[src/rtl/ps2_key_decoder.sv]
// ps2_key_decoder: PS/2 receive front end that filters ps2c/ps2d, deserialises
// 11-bit device-to-host frames and decodes make/break/extended scan codes into
// held key levels and press strobes for keys A, S, D, B and Enter.
//
// Ports:
//   clk         in   system clock (100 MHz)
//   rst         in   asynchronous reset, active-low
//   ps2d        in   PS/2 data, asynchronous
//   ps2c        in   PS/2 clock, asynchronous
//   key_a       out  A held (make 1C)
//   key_s       out  S held (make 1B)
//   key_d       out  D held (make 23)
//   key_b       out  B held (make 32)
//   key_enter   out  Enter held (make 5A or E0 5A)
//   key_press   out  one-cycle press strobes {enter,b,d,s,a}
//   scan_code   out  last good frame payload
//   scan_valid  out  one-cycle pulse, scan_code updated
//   frame_err   out  one-cycle pulse on a bad or aborted frame
module ps2_key_decoder #(
    parameter int FILTER_LEN  = 8,
    parameter int TIMEOUT_CYC = 20000
) (
    input  logic       clk,
    input  logic       rst,
    input  logic       ps2d,
    input  logic       ps2c,
    output logic       key_a,
    output logic       key_s,
    output logic       key_d,
    output logic       key_b,
    output logic       key_enter,
    output logic [4:0] key_press,
    output logic [7:0] scan_code,
    output logic       scan_valid,
    output logic       frame_err
);
    localparam int FW = $clog2(FILTER_LEN + 1);
    localparam int WW = $clog2(TIMEOUT_CYC + 1);

    typedef enum logic [1:0] {IDLE, SHIFT, DONE} state_t;

    state_t          state, state_n;
    logic            c_s1, c_s2, d_s1, d_s2;
    logic            c_f, c_f_d;
    logic [FW-1:0]   f_cnt;
    logic [WW-1:0]   wd;
    logic [10:0]     sh;
    logic [3:0]      bit_cnt;
    logic [4:0]      keys;
    logic            brk, ext;
    logic            fall, ok, good, bad, timeout;
    logic [7:0]      code;
    logic [4:0]      hit;

    // Edge taken from the registered filtered clock, adding one cycle so that
    // scan_valid lands two cycles after the filtered 11th falling edge.
    assign fall = c_f_d & ~c_f;
    // sh holds {stop, parity, data[7:0], start} once eleven bits are in.
    assign ok   = ~sh[0] & sh[10] & ^sh[9:1];
    assign code = sh[8:1];
    assign hit  = ext ? {code == 8'h5A, 4'b0000}
                      : {code == 8'h5A, code == 8'h32, code == 8'h23,
                         code == 8'h1B, code == 8'h1C};
    assign {key_enter, key_b, key_d, key_s, key_a} = keys;

    always_ff @(posedge clk or negedge rst) begin
        if (!rst) state <= IDLE;
        else      state <= state_n;
    end

    always_comb begin
        state_n = state;
        good    = 1'b0;
        bad     = 1'b0;
        timeout = 1'b0;
        unique case (state)
            IDLE:  state_n = fall ? SHIFT : IDLE;
            SHIFT: begin
                if (fall && bit_cnt == 4'd10) begin
                    state_n = DONE;
                end else if (!fall && wd == WW'(TIMEOUT_CYC - 1)) begin
                    state_n = IDLE;
                    timeout = 1'b1;
                end
            end
            DONE: begin
                state_n = IDLE;
                good    = ok;
                bad     = ~ok;
            end
            default: state_n = IDLE;
        endcase
    end

    always_ff @(posedge clk or negedge rst) begin
        if (!rst) begin
            {c_s1, c_s2, d_s1, d_s2, c_f, c_f_d} <= '1;
            f_cnt      <= '0;
            wd         <= '0;
            sh         <= '0;
            bit_cnt    <= '0;
            keys       <= '0;
            brk        <= 1'b0;
            ext        <= 1'b0;
            key_press  <= '0;
            scan_code  <= '0;
            scan_valid <= 1'b0;
            frame_err  <= 1'b0;
        end else begin
            {c_s1, c_s2} <= {ps2c, c_s1};
            {d_s1, d_s2} <= {ps2d, d_s1};
            c_f_d        <= c_f;
            if (c_s2 == c_f) begin
                f_cnt <= '0;
            end else if (f_cnt == FW'(FILTER_LEN - 1)) begin
                c_f   <= c_s2;
                f_cnt <= '0;
            end else begin
                f_cnt <= f_cnt + 1'b1;
            end
            if (fall) begin
                sh      <= {d_s2, sh[10:1]};
                bit_cnt <= (state == IDLE) ? 4'd1 : bit_cnt + 4'd1;
            end
            wd         <= (state == SHIFT && !fall) ? wd + 1'b1 : '0;
            scan_valid <= good;
            frame_err  <= bad | timeout;
            // Strobe only on a real 0->1 transition so typematic repeats stay quiet.
            key_press  <= (good && !brk) ? hit & ~keys : '0;
            if (good) begin
                scan_code <= code;
                if (code == 8'hF0) begin
                    brk <= 1'b1;
                end else if (code == 8'hE0) begin
                    ext <= 1'b1;
                end else begin
                    brk  <= 1'b0;
                    ext  <= 1'b0;
                    keys <= brk ? keys & ~hit : keys | hit;
                end
            end else if (bad || timeout) begin
                brk <= 1'b0;
                ext <= 1'b0;
            end
        end
    end
endmodule

[config.mk]
export PLATFORM = sky130hd
export DESIGN_NAME = ps2_key_decoder
export DESIGN_NICKNAME = d
export VERILOG_FILES = /design/src/rtl/ps2_key_decoder.sv
export SDC_FILE = /design/constraint.sdc
export NUM_CORES = 1
export LEC_CHECK = 0
export BUFFER_PORTS_ARGS = -buffer_cell sky130_fd_sc_hd__buf_4
export CORE_AREA = 4 4 83 85
export CTS_BUF_LIST = sky130_fd_sc_hd__clkbuf_4 sky130_fd_sc_hd__clkbuf_8
export CTS_CLUSTER_SIZE = 30
export DETAILED_ROUTE_END_ITERATION = 10
export DIE_AREA = 0 0 87 89
export HOLD_SLACK_MARGIN = 0.03
export PLACE_DENSITY = 0.67
export SLEW_MARGIN = 20
export SYNTH_ARGS = -nofsm -noshare
export SYNTH_HDL_FRONTEND = slang
export SYNTH_SLANG_ARGS = --single-unit
[constraint.sdc]
create_clock -name clk -period 2.8 [get_ports clk]
set_clock_uncertainty 0.05 [all_clocks]
set_input_delay 0.14 -clock clk [delete_from_list [all_inputs] [get_ports clk]]
set_output_delay 0.14 -clock clk [all_outputs]
set_load 0.01 [all_outputs]
Word-level counts from Yosys, hierarchy flattened
Index checks and enable logic that the tools add are counted.

operators by class
  bitwise gates (word level) = 15
  reductions and logical operators = 14
  $add $sub $neg = 3
  equality and inequality tests = 16
  multiplexer cells = 23

operator list
  cell                                                                   count
  8-bit by 5-bit equality test with 1-bit output, second input constant  2
  8-bit by 6-bit equality test with 1-bit output, second input constant  2
  8-bit equality test, second input constant                             2
  4-bit two-way mux                                                      4
  15-bit by 1-bit adder with 15-bit output, second input constant        1
  15-bit equality test, second input constant                            1
  15-bit two-way mux                                                     1
  1-bit two-way mux                                                      13
  5-bit bitwise AND                                                      2
  5-bit two-way mux                                                      2
  5-bit inverter                                                         2
  9-bit parity                                                           1
  4-bit by 1-bit adder with 4-bit output, second input constant          2
  8-bit by 7-bit equality test with 1-bit output, second input constant  1
  3-bit inequality test, second input constant                           2
  1-bit inverter                                                         6
  2-bit AND reduction                                                    3
  5-bit bitwise OR                                                       1
  4-bit by 3-bit equality test with 1-bit output, second input constant  1
  4-bit equality test, second input constant                             1
  1-bit logical AND                                                      4
  2-bit two-way mux                                                      2
  2-bit one-hot mux with 2 select lines                                  1
  1-bit bitwise AND                                                      3
  other kinds (10)                                                       11

storage, ports and cells
  logic and storage cells = 89
  flip-flop bits (word level) = 64
  output and inout port bits = 20

Logic depth before layout (Yosys ltp)
  depth in word-level cells = 10
  mapped depth = 8

Worst setup path before layout
OpenSTA, ideal clock, no wires.

  kind = register -> register
  start point = register sh[4]
  end point = register scan_code[4]
  period minus slack after synthesis = 2.301 ns
  arrival time = 2.126 ns
  library setup time = 0.125 ns
  setup slack = 0.499 ns
  cell stages (with the launch flop) = 9
  path through = dfrtp_1 inv_1 ha_1 xnor3_2 xnor2_1 or3_1 buf_6 buf_8 mux2_4

on the way
  cells in the longest elaborated chain, start to end = 3

RTL lines
  what                    line  RTL
  start, declared         47    logic [10:0] sh;
  start signal, assigned  122   sh <= {d_s2, sh[10:1]};
  9-bit parity            59    assign ok = ~sh[0] & sh[10] & ^sh[9:1];
  1-bit bitwise AND       59
  1-bit two-way mux       76    unique case (state)
  end signal, assigned    131   scan_code <= code;
  end, declared           33    output logic [7:0] scan_code,

No other way between the ends.
A chain may end at the register's enable or synchronous reset.

Final worst setup path
  start point = register sh[3]
  end point = register scan_code[5]

Same word-level chain as after synthesis.

==> results.json <==
{
  "finalSetupTns_ns": 0,
  "synthArstFlopShare_pct": 100,
  "max-cap-violations": 0,
  "htree_levels": 3,
  "synth_cells": 272,
  "ys_seq_elements": 64,
  "min-delay-start": "c_s1",
  "die_h_um": 89,
  "multi_input_area_um2": 1250,
  "grt_max_degree": 65,
  "clock-sinks": 64,
  "clock_path_buffers": 2,
  "grt_setup_unrepaired": "no",
  "final-seq-area_um2": 1610,
  "drv_slew": 0,
  "dieArea_um2": 7740,
  "comb_power_share_pct": 21.3,
  "period_minus_slack_ns": 2.50,
  "fillers": 543,
  "crit_fanout": 14,
  "grt_pass1_vias": 1943,
  "synth_edf_count": 0,
  "cts.clk_slew.worst_paths_ns": 0.07,
  "hold_viol_final": 0,
  "regToRegEndpoint": "scan_code[5]",
  "place_hpwl_mm": 3.51,
  "place.gp.congestion": 0.805,
  "p_int_mw": 1.66,
  "synth_simple_gate_area_share_pct": 17.8,
  "grt_pass1_wl_mm": 8.96,
  "hold_path_end": "c_s2",
  "synth_mux_area_share_pct": 5.59,
  "peakVddDrop_v": 0.000300,
  "layout.cells.non_filler": 387,
  "drc": 0,
  "postCtsHoldBufs": 3,
  "ys.flop_type": "dfrtp_1",
  "rr_worst_depth": 6,
  "fin_crit_sh_pct": 89.2,
  "final_util_pct": 55.5,
  "path_class": "reg2reg",
  "placementRows": 29,
  "ys.warnings.count": 0,
  "wirelength_mm": 5.29,
  "synth_fp_nets": 292,
  "grt_usage_pct": 15.0,
  "grt_overflow_total": 0,
  "port_buffers": 23,
  "min_path_type": "reg2reg",
  "clkLatencyLatePin_ns": 0.34,
  "antenna_left": 0,
  "p_switching_uw": 768,
  "clkPwrFrac_pct": 31.6,
  "seqPwrFrac_pct": 47.0,
  "dr.pass1.iters": 4,
  "slew_headroom_pct": 48.4,
  "first_iter_violations": 71,
  "dp.cells": 368,
  "numCtsBuffers": 9,
  "vias": 2006,
  "tightest_slew_ns": 0.774,
  "avgSynthCellArea_um2": 10.9,
  "num_antenna_cells": 0,
  "r2r_start": "sh[3]",
  "cts_root_buf": "clkbuf_8",
  "status": "finished clean",
  "synth.distinct_cells": 37,
  "final-setup-viol-count": 0,
  "cts_resized": 0,
  "worst_ep_required_time_ns": 2.97,
  "cp.arrival_ns": 2.67,
  "ios": 24,
  "layout-area-overhead-vs-synth_pct": 15.7,
  "ys_seq_area_share_pct": 54.1,
  "synth_area_um2": 2980,
  "synthAdderAreaFrac_pct": 6.73,
  "swShare_pct": 31.7,
  "antenna_found_initial": 0,
  "vias_per_cell": 5.18,
  "drive_above_1_share_pct": 18.7,
  "end_kind": "flip-flop",
  "core_um2": 6200,
  "cts_tree": "built",
  "whs_path_depth": 0,
  "synth_top_family_by_area": "simple AND/OR/NAND/NOR gates",
  "max_freq_ghz": 0.401,
  "rrSetupSlack_ns": 0.30,
  "die_w_um": 87,
  "wire_per_inst_um": 13.7,
  "leakage_nw": 1.56,
  "final_nets": 325,
  "synth_compound_area_share_pct": 5.93,
  "start_util_pct": 48.0,
  "powerDensity_nw_per_um2": 704,
  "cts_setup_buffers": 0,
  "synth-xor-area-share_pct": 6.09,
  "cp-start-kind": "flip-flop"
}
-- cells in the mapped netlist (5+ instances only) --
cell	n	area [um^2]
inv_1	18	67.6
mux2_2	5	56.3
xnor2_1	13	114
nand4_1	14	87.6
clkbuf_1	5	18.8
xor2_1	5	43.8
ha_1	16	200
o21ai_0	13	65.1
nor3_1	7	35.0
nand2_1	26	97.6
dfrtp_1	58	1450
mux2i_1	5	50.1
dfstp_2	6	158
nor4_1	9	56.3
nand3_1	7	35.0
a21oi_1	10	50.1
nor2_1	21	78.8
-- power groups by stage --
stage               Clock (mW)  Combinational (mW)  Sequential (mW)
floorplan                    0               0.390             1.13
global placement             0               0.506             1.15
detailed placement           0               0.518             1.16
CTS                      0.792               0.527             1.14
global route             0.832               0.587             1.16
finish                   0.767               0.518             1.14
-- flip-flops by register name, indices dropped and copies added (netlist names), named ones only --
signal	cells
c_s2	1
ext	1
bit_cnt	4
c_f_d	1
f_cnt	4
d_s1	1
scan_valid	1
c_f	1
d_s2	1
scan_code	8
sh	11
state	2
key_press	5
c_s1	1
frame_err	1
wd	15
brk	1
-- layer usage --
metal  vias to the layer above  GRT usage [%]  part of all wire (%)
li1                       1009              -                     -
met1                       956           18.9                    47
met2                        30           24.5                    47
met3                        11           3.32                   3.4
met4                         0           7.65                   2.1
met5                         -              0                     0
-- cell usage in the layout (no fill, tap or decap), types with 2 or more instances in the layout --
cell and instances:
a21oi_1 10, buf_4 26, clkbuf_8 9, clkinv_2 3, clkinvlp_4 2, dfrtp_1 58
dfstp_2 6, dlygate4sd3_1 3, ha_1 16, inv_1 18, mux2_2 5, mux2_4 4
mux2i_1 5, nand2_1 26, nand2b_1 3, nand3_1 7, nand3b_1 2, nand4_1 14
nand4b_1 2, nor2_1 21, nor2b_1 4, nor3_1 7, nor4_1 9, o211ai_1 3
o21ai_0 13, or3_1 2, or4_1 2, xnor2_1 13, xor2_1 5
-- final cells by class --
type | count | share of cell area [%]
clock buffers | 10 | 3.81
clock inverters | 6 | 1.74
inverters | 18 | 1.96
multi-input cells | 183 | 36.4
flip-flops and latches | 64 | 46.7
well taps | 77 | 2.80
repair buffers | 29 | 6.54
-- cells by family after synthesis --
family / count (synthesis)
DFF: 64
AOI/OAI and AO/OA: 31
xor gates and xnor gates: 19
adders and majority gates: 16
buffers and inverters: 25
muxes: 14
and+or+nand+nor: 103
-- worst max-delay path, cell delays in order, from the launching register on --
cell and delay [ns]:
dfrtp_1 0.40, inv_1 0.09, ha_1 0.28, xnor3_2 0.45, xnor2_1 0.14, or3_1 0.59
mux2_4 0.39
-- through the flow --
step / worst slack [ns] / total power [mW] / instance area [um^2] / hold WS [ns]
floorplan: 0.499 / 1.52 / 2980 / -0.206
global placement: 0.349 / 1.66 / 3220 / 0.199
detailed placement: 0.291 / 1.67 / 3220 / 0.200
CTS: 0.287 / 2.46 / 3440 / 0.307
global route: 0.139 / 2.58 / 3440 / 0.314
finish: 0.304 / 2.43 / 3440 / 0.306
-- worst max path at each step --
| stage | startpoint | end | slack, ns |
|---|---|---|---|
| after CTS | sh[3] | scan_code[7] | 0.29 |
| after floorplan | sh[4] | scan_code[4] | 0.50 |
| after global placement | sh[3] | scan_code[5] | 0.35 |
| after global routing | sh[3] | key_press[0] | 0.14 |
| final | sh[3] | scan_code[5] | 0.30 |
| after detailed placement | sh[3] | scan_code[7] | 0.29 |
(Power assumes the default switching activity.)
